### config.mk
export PLATFORM = sky130hd
export DESIGN_NAME = uart_rx_mmio
export DESIGN_NICKNAME = d
export VERILOG_FILES = /design/src/rtl/uart_pkg.sv /design/src/rtl/uart_rx_fifo.sv /design/src/rtl/uart_rx_mmio.sv
export SDC_FILE = /design/constraint.sdc
export NUM_CORES = 1
export LEC_CHECK = 0
export CAP_MARGIN = 25
export CELL_PAD_IN_SITES_DETAIL_PLACEMENT = 1
export CELL_PAD_IN_SITES_GLOBAL_PLACEMENT = 1
export CORE_ASPECT_RATIO = 0.6
export CORE_MARGIN = 2
export CORE_UTILIZATION = 43
export DETAILED_ROUTE_END_ITERATION = 8
export PLACE_DENSITY = 0.72
export SLEW_MARGIN = 5
export SYNTH_ARGS = -nofsm -noshare
export SYNTH_HDL_FRONTEND = slang
export SYNTH_SLANG_ARGS = --single-unit
### constraint.sdc
create_clock -name clock -period 2.9 [get_ports clock]
set_clock_uncertainty 0.05 [all_clocks]
set_input_delay 0.58 -clock clock [delete_from_list [all_inputs] [get_ports clock]]
set_output_delay 0.58 -clock clock [all_outputs]
set_load 0.01 [all_outputs]
### src/rtl/uart_pkg.sv
// Shared UART definitions: receiver state encoding, default baud timing and MMIO map.
// The MMIO-driven transmitter imports this package as well.
package uart_pkg;

   typedef enum logic [1:0] {
      RX_IDLE,
      RX_START,
      RX_DATA,
      RX_STOP
   } rx_state_t;

   // 27 MHz core clock at 115200 baud
   localparam int DEFAULT_DELAY_FRAMES = 234;

   localparam logic [15:0] TX_DATA_ADDR   = 16'hf001;
   localparam logic [15:0] RX_DATA_ADDR   = 16'hf002;
   localparam logic [15:0] RX_STATUS_ADDR = 16'hf003;

endpackage

### src/rtl/uart_rx_fifo.sv
// Byte FIFO for received data; head is visible combinationally while non-empty.
// A push on a full FIFO is accepted only when an effective pop happens in the same cycle.
module uart_rx_fifo #(
   parameter int DEPTH = 4
) (
   input  logic                     clock,
   input  logic                     reset,
   input  logic                     push,
   input  logic [7:0]               push_data,
   input  logic                     pop,
   output logic [7:0]               head,
   output logic [$clog2(DEPTH):0]   count,
   output logic                     full,
   output logic                     empty
);

   localparam int AW = $clog2(DEPTH);
   localparam int CW = AW + 1;

   logic [7:0]    mem [DEPTH];
   logic [AW-1:0] wr_ptr;
   logic [AW-1:0] rd_ptr;
   logic          do_push;
   logic          do_pop;

   assign empty   = (count == '0);
   assign full    = (count == CW'(DEPTH));
   assign do_pop  = pop && !empty;
   assign do_push = push && (!full || do_pop);
   assign head    = mem[rd_ptr];

   always_ff @(posedge clock) begin
      if (do_push) begin
         mem[wr_ptr] <= push_data;
      end
   end

   // DEPTH is a power of two, so pointers wrap by natural overflow
   always_ff @(posedge clock or posedge reset) begin
      if (reset) begin
         wr_ptr <= '0;
         rd_ptr <= '0;
         count  <= '0;
      end else begin
         if (do_push) wr_ptr <= wr_ptr + AW'(1);
         if (do_pop)  rd_ptr <= rd_ptr + AW'(1);
         unique case ({do_push, do_pop})
            2'b10:   count <= count + CW'(1);
            2'b01:   count <= count - CW'(1);
            default: count <= count;
         endcase
      end
   end

endmodule

### src/rtl/uart_rx_mmio.sv
// 8N1 UART receiver feeding a small FIFO, read by the CPU through a data and a status address.
// Reads complete in one clock; frame_error and overrun are sticky until a status read.
module uart_rx_mmio
   import uart_pkg::*;
#(
   parameter int          DELAY_FRAMES = DEFAULT_DELAY_FRAMES,
   parameter int          FIFO_DEPTH   = 4,
   parameter logic [15:0] DATA_ADDR    = RX_DATA_ADDR,
   parameter logic [15:0] STATUS_ADDR  = RX_STATUS_ADDR
) (
   input  logic        clock,
   input  logic        reset,
   input  logic        rx,
   input  logic [15:0] mmio_addr,
   input  logic        mmio_read,
   output logic [7:0]  mmio_rdata,
   output logic        rx_ready,
   output logic        frame_error,
   output logic        overrun
);

   localparam logic [15:0] FULL_BIT = 16'(DELAY_FRAMES);
   localparam logic [15:0] HALF_BIT = 16'(DELAY_FRAMES / 2);
   localparam int          CW       = $clog2(FIFO_DEPTH) + 1;

   logic            rx_meta;
   logic            rx_s;
   rx_state_t       state;
   rx_state_t       state_next;
   logic [15:0]     cnt;
   logic [15:0]     cnt_next;
   logic [15:0]     cnt_inc;
   logic [2:0]      bit_num;
   logic [2:0]      bit_next;
   logic [7:0]      shift;
   logic [7:0]      shift_next;
   logic            push;
   logic            frame_set;
   logic            overrun_set;
   logic            data_rd;
   logic            status_rd;
   logic [7:0]      head;
   logic [CW-1:0]   count;
   logic            full;
   logic            empty;

   always_ff @(posedge clock or posedge reset) begin
      if (reset) begin
         rx_meta <= 1'b1;
         rx_s    <= 1'b1;
      end else begin
         rx_meta <= rx;
         rx_s    <= rx_meta;
      end
   end

   always_ff @(posedge clock or posedge reset) begin
      if (reset) begin
         state   <= RX_IDLE;
         cnt     <= '0;
         bit_num <= '0;
         shift   <= '0;
      end else begin
         state   <= state_next;
         cnt     <= cnt_next;
         bit_num <= bit_next;
         shift   <= shift_next;
      end
   end

   always_comb begin
      state_next = state;
      cnt_next   = cnt;
      bit_next   = bit_num;
      shift_next = shift;
      push       = 1'b0;
      frame_set  = 1'b0;
      cnt_inc    = cnt + 16'd1;
      unique case (state)
         RX_IDLE: begin
            cnt_next = '0;
            if (!rx_s) state_next = RX_START;
         end
         RX_START: begin
            cnt_next = cnt_inc;
            if (cnt_inc == HALF_BIT) begin
               cnt_next = '0;
               if (!rx_s) begin
                  state_next = RX_DATA;
                  bit_next   = '0;
               end else begin
                  state_next = RX_IDLE;
               end
            end
         end
         RX_DATA: begin
            cnt_next = cnt_inc;
            if (cnt_inc == FULL_BIT) begin
               cnt_next            = '0;
               shift_next[bit_num] = rx_s;
               if (bit_num == 3'd7) state_next = RX_STOP;
               else                 bit_next   = bit_num + 3'd1;
            end
         end
         RX_STOP: begin
            cnt_next = cnt_inc;
            if (cnt_inc == FULL_BIT) begin
               cnt_next   = '0;
               state_next = RX_IDLE;
               if (rx_s) push      = 1'b1;
               else      frame_set = 1'b1;
            end
         end
         default: state_next = RX_IDLE;
      endcase
   end

   assign data_rd   = mmio_read && (mmio_addr == DATA_ADDR);
   assign status_rd = mmio_read && (mmio_addr == STATUS_ADDR);
   // a full FIFO is never empty, so a data read here always frees a slot
   assign overrun_set = push && full && !data_rd;
   assign rx_ready    = (count != '0);

   uart_rx_fifo #(
      .DEPTH(FIFO_DEPTH)
   ) u_fifo (
      .clock     (clock),
      .reset     (reset),
      .push      (push),
      .push_data (shift),
      .pop       (data_rd),
      .head      (head),
      .count     (count),
      .full      (full),
      .empty     (empty)
   );

   always_ff @(posedge clock or posedge reset) begin
      if (reset) begin
         mmio_rdata  <= '0;
         frame_error <= 1'b0;
         overrun     <= 1'b0;
      end else begin
         if (data_rd)        mmio_rdata <= empty ? 8'h00 : head;
         else if (status_rd) mmio_rdata <= {5'b0, overrun, frame_error, rx_ready};
         frame_error <= frame_set | (frame_error & ~status_rd);
         overrun     <= overrun_set | (overrun & ~status_rd);
      end
   end

endmodule

Word level (Yosys, flattened, before mapping)
Memory sizes are Yosys's and may differ from the RTL's.
Index checks and enable logic that the tools add are counted.
W data, S select, Z words.
Storage, ports and cells
  memories kept: 1
  RAM bits: 32
  word-level logic and storage cells: 95
  bits in registers: 48
  output and inout port bits: 11
  input bits: 20
Operators by class
  reductions and logical operators: 21
  bitwise gates (word level): 5
  muxes and demuxes: 30
  $add $sub $neg: 6
  $lt $le $gt $ge: 2
  equality and inequality tests: 18
Memory list
  u_fifo.mem: depth 4, width 8, rd ports 1, clocked after memory_dff 0, wr ports 1, RTL line uart_rx_fifo.sv:20  | logic [7:0] mem [DEPTH];
Operator list (count)
  $pmux W16 S3: 1
  $eq A16 B16 Y1 const B: 2
  $mux W16: 2
  $mux W8: 3
  $add A16 B1 Y16 const B: 1
  $eq A16 B7 Y1 const B: 1
  $eq A16 B8 Y1 const B: 1
  $ne A2 B2 Y1 const B: 7
  $mux W2: 6
  $mux W3: 4
  $pmux W3 S2: 2
  $reduce_and A5 Y1: 2
  $mux W1: 9
  $bwmux W8: 1
  $pmux W2 S4: 1
  $logic_and A1 B1 Y1: 7
  $add A3 B1 Y3 const B: 2
  $eq A2 B2 Y1 const B: 3
  $eq A3 B3 Y1 const B: 2
  $reduce_bool A2 Y1: 3
  $add A2 B1 Y2 const B: 2
  $eq A2 B1 Y1 const B: 2
  $lt A3 B4 Y1 const B: 1
  $demux W1 S3: 1
  12 further kinds: 16

Logic depth before layout (Yosys ltp)
  depth after elaboration: 7
  mapped depth: 14
  depth with buffers taken out: 14

Cells and area by module
Synthesis repeated with hierarchy kept, for this count alone.
Unflattened totals
  cells, all modules: 329
  area, all modules: 3901.2 sq um
By module, submodules not included
  uart_rx_mmio: area an instance 2309.7 sq um, cells an instance 248, seq. area each 1028.5 sq um, instances 1
  uart_rx_fifo: area an instance 1591.5 sq um, cells an instance 81, seq. area each 1136.1 sq um, instances 1

Least setup slack after synthesis
OpenSTA, ideal clock, no wires.
  kind: register to register
  start: reg cnt[5]
  end: reg u_fifo.count[1]
  arrival: 2.848 ns
  stages on the path, launching flop included: 13
  slack: -0.081 ns
  clock period less this slack: 2.981 ns
  required time: 2.767 ns
  setup time: 0.083 ns
  path through: dfrtp_1 clkbuf_2 nand4_2 or3_1 mux2i_1 or3_1 buf_6 nor3b_4 inv_1 ha_1 inv_1 fa_1 o21ai_0
Between the ends
  cells in the longest elaborated chain, start to end: 7
Ends and longest elaborated chain
  start, declared: RTL line uart_rx_mmio.sv:30  | logic [15:0] cnt;
  start signal, assigned: RTL line uart_rx_mmio.sv:65  | cnt <= cnt_next;
  $add A16 B1 Y16 *: RTL line uart_rx_mmio.sv:78  | cnt_inc = cnt + 16'd1;
  $eq A16 B8 Y1 *: RTL line uart_rx_mmio.sv:107  | if (cnt_inc == FULL_BIT) begin
  $mux W1 *: RTL line uart_rx_mmio.sv:107
  $mux W1 *: RTL line uart_rx_mmio.sv:79  | unique case (state)
  $logic_and A1 B1 Y1 *: RTL line uart_rx_fifo.sv:29  | assign do_push = push && (!full || do_pop);
  $eq A2 B1 Y1 or $eq A2 B2 Y1 (tied branches): RTL line uart_rx_fifo.sv:47  | unique case ({do_push, do_pop})
  $pmux W3 S2 or $reduce_bool A2 Y1 (tied branches)
  end signal, assigned: RTL line uart_rx_fifo.sv:48  | 2'b10: count <= count + CW'(1);
  end signal, assigned: RTL line uart_rx_fifo.sv:49  | 2'b01: count <= count - CW'(1);
  end signal, assigned: RTL line uart_rx_fifo.sv:50  | default: count <= count;
  end, declared: RTL line uart_rx_fifo.sv:12  | output logic [$clog2(DEPTH):0] count,
Mark *: on every way between the ends. The rest lies on a longest branch, timed or not.
A chain may end at the register's enable or synchronous reset.

Final worst setup path
  start: reg cnt[0]
  end: reg u_fifo.count[2]
The elaborated chain is that of the path after synthesis.

==> results <==
## synth_stat cells, types with 3 or more instances
cell type,n
sky130_fd_sc_hd__a21boi_0,3
sky130_fd_sc_hd__a21oi_1,13
sky130_fd_sc_hd__a22oi_1,3
sky130_fd_sc_hd__and2_1,7
sky130_fd_sc_hd__and4_1,3
sky130_fd_sc_hd__buf_2,3
sky130_fd_sc_hd__buf_4,5
sky130_fd_sc_hd__buf_6,4
sky130_fd_sc_hd__clkbuf_1,4
sky130_fd_sc_hd__dfrtp_1,46
sky130_fd_sc_hd__edfxtp_1,32
sky130_fd_sc_hd__ha_1,10
sky130_fd_sc_hd__inv_1,22
sky130_fd_sc_hd__mux2_1,8
sky130_fd_sc_hd__mux4_2,8
sky130_fd_sc_hd__nand2_1,21
sky130_fd_sc_hd__nand3_1,10
sky130_fd_sc_hd__nand4_1,3
sky130_fd_sc_hd__nand4_2,3
sky130_fd_sc_hd__nor2_1,15
sky130_fd_sc_hd__nor3_1,12
sky130_fd_sc_hd__nor4_1,12
sky130_fd_sc_hd__nor4b_1,5
sky130_fd_sc_hd__o21ai_0,17
sky130_fd_sc_hd__or3_1,5
sky130_fd_sc_hd__xnor2_1,12
sky130_fd_sc_hd__xor2_1,9
## repair_timing
item,in CTS,in global routing
buffers inserted,4,1
endpoints found under the setup margin,2,42
gates resized for setup,5,14
cloned,0,0
pin swaps,3,2
hold buffers,0,0
## kinds of logic after synthesis
group / after synthesis / synth area share
fa+ha+maj: 11 / 0.0360
mux: 18 / 0.0732
compound gates: 57 / 0.101
xor+xnor: 21 / 0.0456
flops: 80 / 0.537
simple gates: 106 / 0.157
buf+inv: 40 / 0.0506
## stage by stage
step | setup slack [ns] | area (um^2) | power [mW] | setup TNS, ns
after CTS | -0.00707 | 5090 | 2.46 | -0.00707
after detailed placement | -0.247 | 4720 | 1.25 | -0.468
final | -0.0377 | 5180 | 2.44 | -0.0377
after global routing | -0.169 | 5180 | 2.51 | -0.384
after floorplan | 0.0176 | 4090 | 1.21 | 0
after global placement | -0.0568 | 4720 | 1.24 | -0.0877
## critical path, stage by stage, from the launching register on
cell and delay [ns]:
sky130_fd_sc_hd__dfrtp_1 0.39, sky130_fd_sc_hd__ha_2 0.25, sky130_fd_sc_hd__buf_4 0.15, sky130_fd_sc_hd__nor4b_1 0.13, sky130_fd_sc_hd__a221oi_1 0.48, sky130_fd_sc_hd__or3_4 0.24, sky130_fd_sc_hd__nor3b_4 0.05, sky130_fd_sc_hd__inv_1 0.06
sky130_fd_sc_hd__ha_2 0.18, sky130_fd_sc_hd__inv_2 0.04, sky130_fd_sc_hd__fa_1 0.38, sky130_fd_sc_hd__xor2_1 0.15, sky130_fd_sc_hd__nor2_1 0.12, sky130_fd_sc_hd__xor2_1 0.18
## path summary, 6_finish.rpt
check	from	endpoint	slack (ns)	cells past startpoint
worst min register to register	rx_meta	rx_s	0.31	0
worst max register to register	cnt[0]	u_fifo.count[2]	-0.04	13
worst min-delay path	rx_meta	rx_s	0.31	0
min in group asynchronous	reset	u_fifo.count[1]	0.69	3
worst max-delay path	cnt[0]	u_fifo.count[2]	-0.04	13
max in group asynchronous	reset	cnt[3]	1.64	3
## cell type report
type	count	area share
sequential	80	0.418
multi-input combinational	213	0.347
inverter	22	0.0159
clock buffer	10	0.0442
timing repair buffer	69	0.125
tap	130	0.0314
clock inverter	6	0.0176
## where the power goes
part	total (mW)	switching, mW	internal (mW)	leakage (nW)
combinational	0.0469	0.0209	0.0261	0.896
sequential	1.18	0.00271	1.17	1.01
clock	1.22	0.459	0.760	0.157
## registers in the layout, indices dropped and copies added (netlist names), 2 cells and up, named ones only
| signal | count |
|---|---|
| bit_num | 3 |
| cnt | 16 |
| u_fifo.mem | 32 |
| shift | 8 |
| u_fifo.count | 3 |
| mmio_rdata | 8 |
| u_fifo.rd_ptr | 2 |
| u_fifo.wr_ptr | 2 |
## per-layer routing
layer | share of wire | GRT usage
met5 | 0 | 0
met2 | 0.47 | 0.344
met3 | 0.048 | 0.0478
met1 | 0.48 | 0.302
met4 | 0.010 | 0.0609
## cell usage in the layout (no fill, tap or decap), types with 3 or more instances in the layout
cell type,netlist,final
sky130_fd_sc_hd__dfrtp_1,46,44
sky130_fd_sc_hd__buf_4,5,34
sky130_fd_sc_hd__edfxtp_1,32,32
sky130_fd_sc_hd__clkdlybuf4s50_1,0,30
sky130_fd_sc_hd__nand2_1,21,21
sky130_fd_sc_hd__inv_1,22,20
sky130_fd_sc_hd__o21ai_0,17,16
sky130_fd_sc_hd__nor2_1,15,15
sky130_fd_sc_hd__a21oi_1,13,13
sky130_fd_sc_hd__xnor2_1,12,12
sky130_fd_sc_hd__nor3_1,12,11
sky130_fd_sc_hd__nand3_1,10,9
sky130_fd_sc_hd__clkbuf_16,0,9
sky130_fd_sc_hd__mux4_2,8,8
sky130_fd_sc_hd__mux2_1,8,8
sky130_fd_sc_hd__xor2_1,9,8
sky130_fd_sc_hd__ha_1,10,8
sky130_fd_sc_hd__and2_1,7,7
sky130_fd_sc_hd__nor4_2,0,6
sky130_fd_sc_hd__nor4b_1,5,5
sky130_fd_sc_hd__nor4_1,12,4
sky130_fd_sc_hd__buf_12,0,4
sky130_fd_sc_hd__and4_1,3,3
sky130_fd_sc_hd__nand4_1,3,3
sky130_fd_sc_hd__nand4_4,0,3
sky130_fd_sc_hd__nor4_4,1,3
sky130_fd_sc_hd__or3_1,5,3
sky130_fd_sc_hd__a21boi_0,3,3
sky130_fd_sc_hd__a22oi_1,3,3
==> results by stage <==
STA:
- The worst-case headroom to the max-slew limit is 0.562.
- Based on the critical path, the design can be clocked at up to 340 MHz.
- The final number of max-transition violations is 0.
- The slew at the pin closest to its max-slew limit is 0.656 ns.
- In the finished design, the share of the clock period the worst path needs comes to 1.01.
- The worst hold slack is 0.307 ns.
- The number of hold violations in the final report is 0.
- The routed design could run at a clock period as short as 2.94 ns.
- Setup repair after global routing could not meet its margin everywhere.
- Once routing completed, OpenROAD measured the worst setup slack at -0.0377 ns.
- Setup violations remaining at the end of the flow were counted as 1.

Cells and area:
- Counting the fill cells in the layout gives 939.
- Of the cells placed in the final design, the portion with a size suffix greater than 1 is 0.243.
- In the final layout, the multi-input gates occupy 1800 um^2.
- Once layout is complete, the cells apart from fillers number 530.
- The repair_antennas step left the layout with diodes totalling 0.
- The register area is 2170 um^2.
- The share of the core filled with cells in the final layout is 0.566.
- The number of nets in the finished design is 426.
- The area growth from synthesis to layout is 28.4%.

Drt:
- The wire length per cell is 19.0 um.
- The detailed-router iteration count before antenna repair is 4.
- The initial DRC count is 134.
- After detailed routing, the number of remaining DRC violations is 0.
- The via density per instance is 5.42.
- The total number of vias is 2872.
- The number of nets with antenna violations after detailed routing is 0.
- The final routed wirelength across all metal layers is 10100 um.

Placement:
- The final HPWL from detailed placement is 7130 um.
- The number of placed instances, taps included is 509.
- Routability-driven placement finished with a final weighted congestion of 0.770.
- In this run the tool buffered the top-level ports with 30 buffer cells.

Clock tree:
- TritonCTS built the clock tree.
- Clock tree synthesis inserted a total of 9 buffers.
- The CTS H-tree depth is 3.
- The clock passes through at most 2 buffers.
- Clock-pin slew was measured on the worst setup and hold paths at 0.06 ns.
- In this run the clock root is driven by a sky130_fd_sc_hd__clkbuf_16.
- The later pin in the worst-skew pair is clocked with a latency of 0.33 ns.
- The clock drives 80 sinks.

Synth:
- Counting flops and latches in the post-synthesis netlist gives 80.
- Ranked by total cell area, the synthesized netlist is headed by sky130_fd_sc_hd__dfrtp_1 29%, sky130_fd_sc_hd__edfxtp_1 24%, sky130_fd_sc_hd__mux4_2 4.5%, sky130_fd_sc_hd__ha_1 3.1%, sky130_fd_sc_hd__xnor2_1 2.6%.
- For this run, the number of Yosys warnings is 0.
- The netlist area before placement is 4030 um^2.
- The number of nets in the synthesized netlist is 364.
- The fraction of post-synthesis cell area in the top cell type by area is 0.285.
- The commonest register cell after synthesis is sky130_fd_sc_hd__dfrtp_1.
- The post-synthesis cell count is 333.
- The post-synthesis average cell area is 12.1 um^2.
- The count of flip-flops with a built-in enable after synthesis is 32.
- The cell taking the most area after synthesis is sky130_fd_sc_hd__dfrtp_1.
- The register area share after synthesis is 0.537.
- The distinct cell type count of the synthesized netlist is 55.
- The post-synthesis async set-or-reset flop share is 0.600.

Die:
- The floorplan step defined a die boundary enclosing 10200 um^2.
- The floorplan step set the die width to 129 um.
- The floorplan core area is 9160 um^2.
- The initial utilization of the core area, before any placement, comes to 0.440.
- In this run the vertical extent of the chip is 79.0 um.
- 31 I/O pins were placed.
- The floorplan has 27 rows.

Setup path:
- The worst setup path is launched from a register.
- The worst setup path is captured at a register.
- The worst setup path is of the reg -> reg kind.
- Data on the critical path is required at its endpoint by 3.10 ns.
- Of all nets on the critical path, the largest fanout is 7.
- The data arrival time of the worst path is 3.14 ns.

Pwr:
- The analysis attributes to cell leakage a power of 2.06 nW.
- The worst-case IR drop observed on VDD is 0.289 mV.
- Dividing total power by cell area gives a power density of 471 nW/um^2.

Global routing:
- Entering global routing, the biggest net connects 49 pins.
- Across every metal layer, demand over resource in global routing totals 0.217.
- The first global-routing pass estimated 16700 um of wire.
- The via count of the first global-routing pass came to 3138.
- The number of antenna violations at the first check in global routing was 0.
- For this run the aggregate overflow at the end of global routing stands at 0.

Worst hold path:
- The worst min-delay path category is reg -> reg.

Job:
- The number of violations of the max-capacitance limit is 0.

Status:
- The final reports fail on setup timing.
- The flow ran to the end, but the final reports show violations.
No activity file was read; power rests on OpenSTA's default activity.
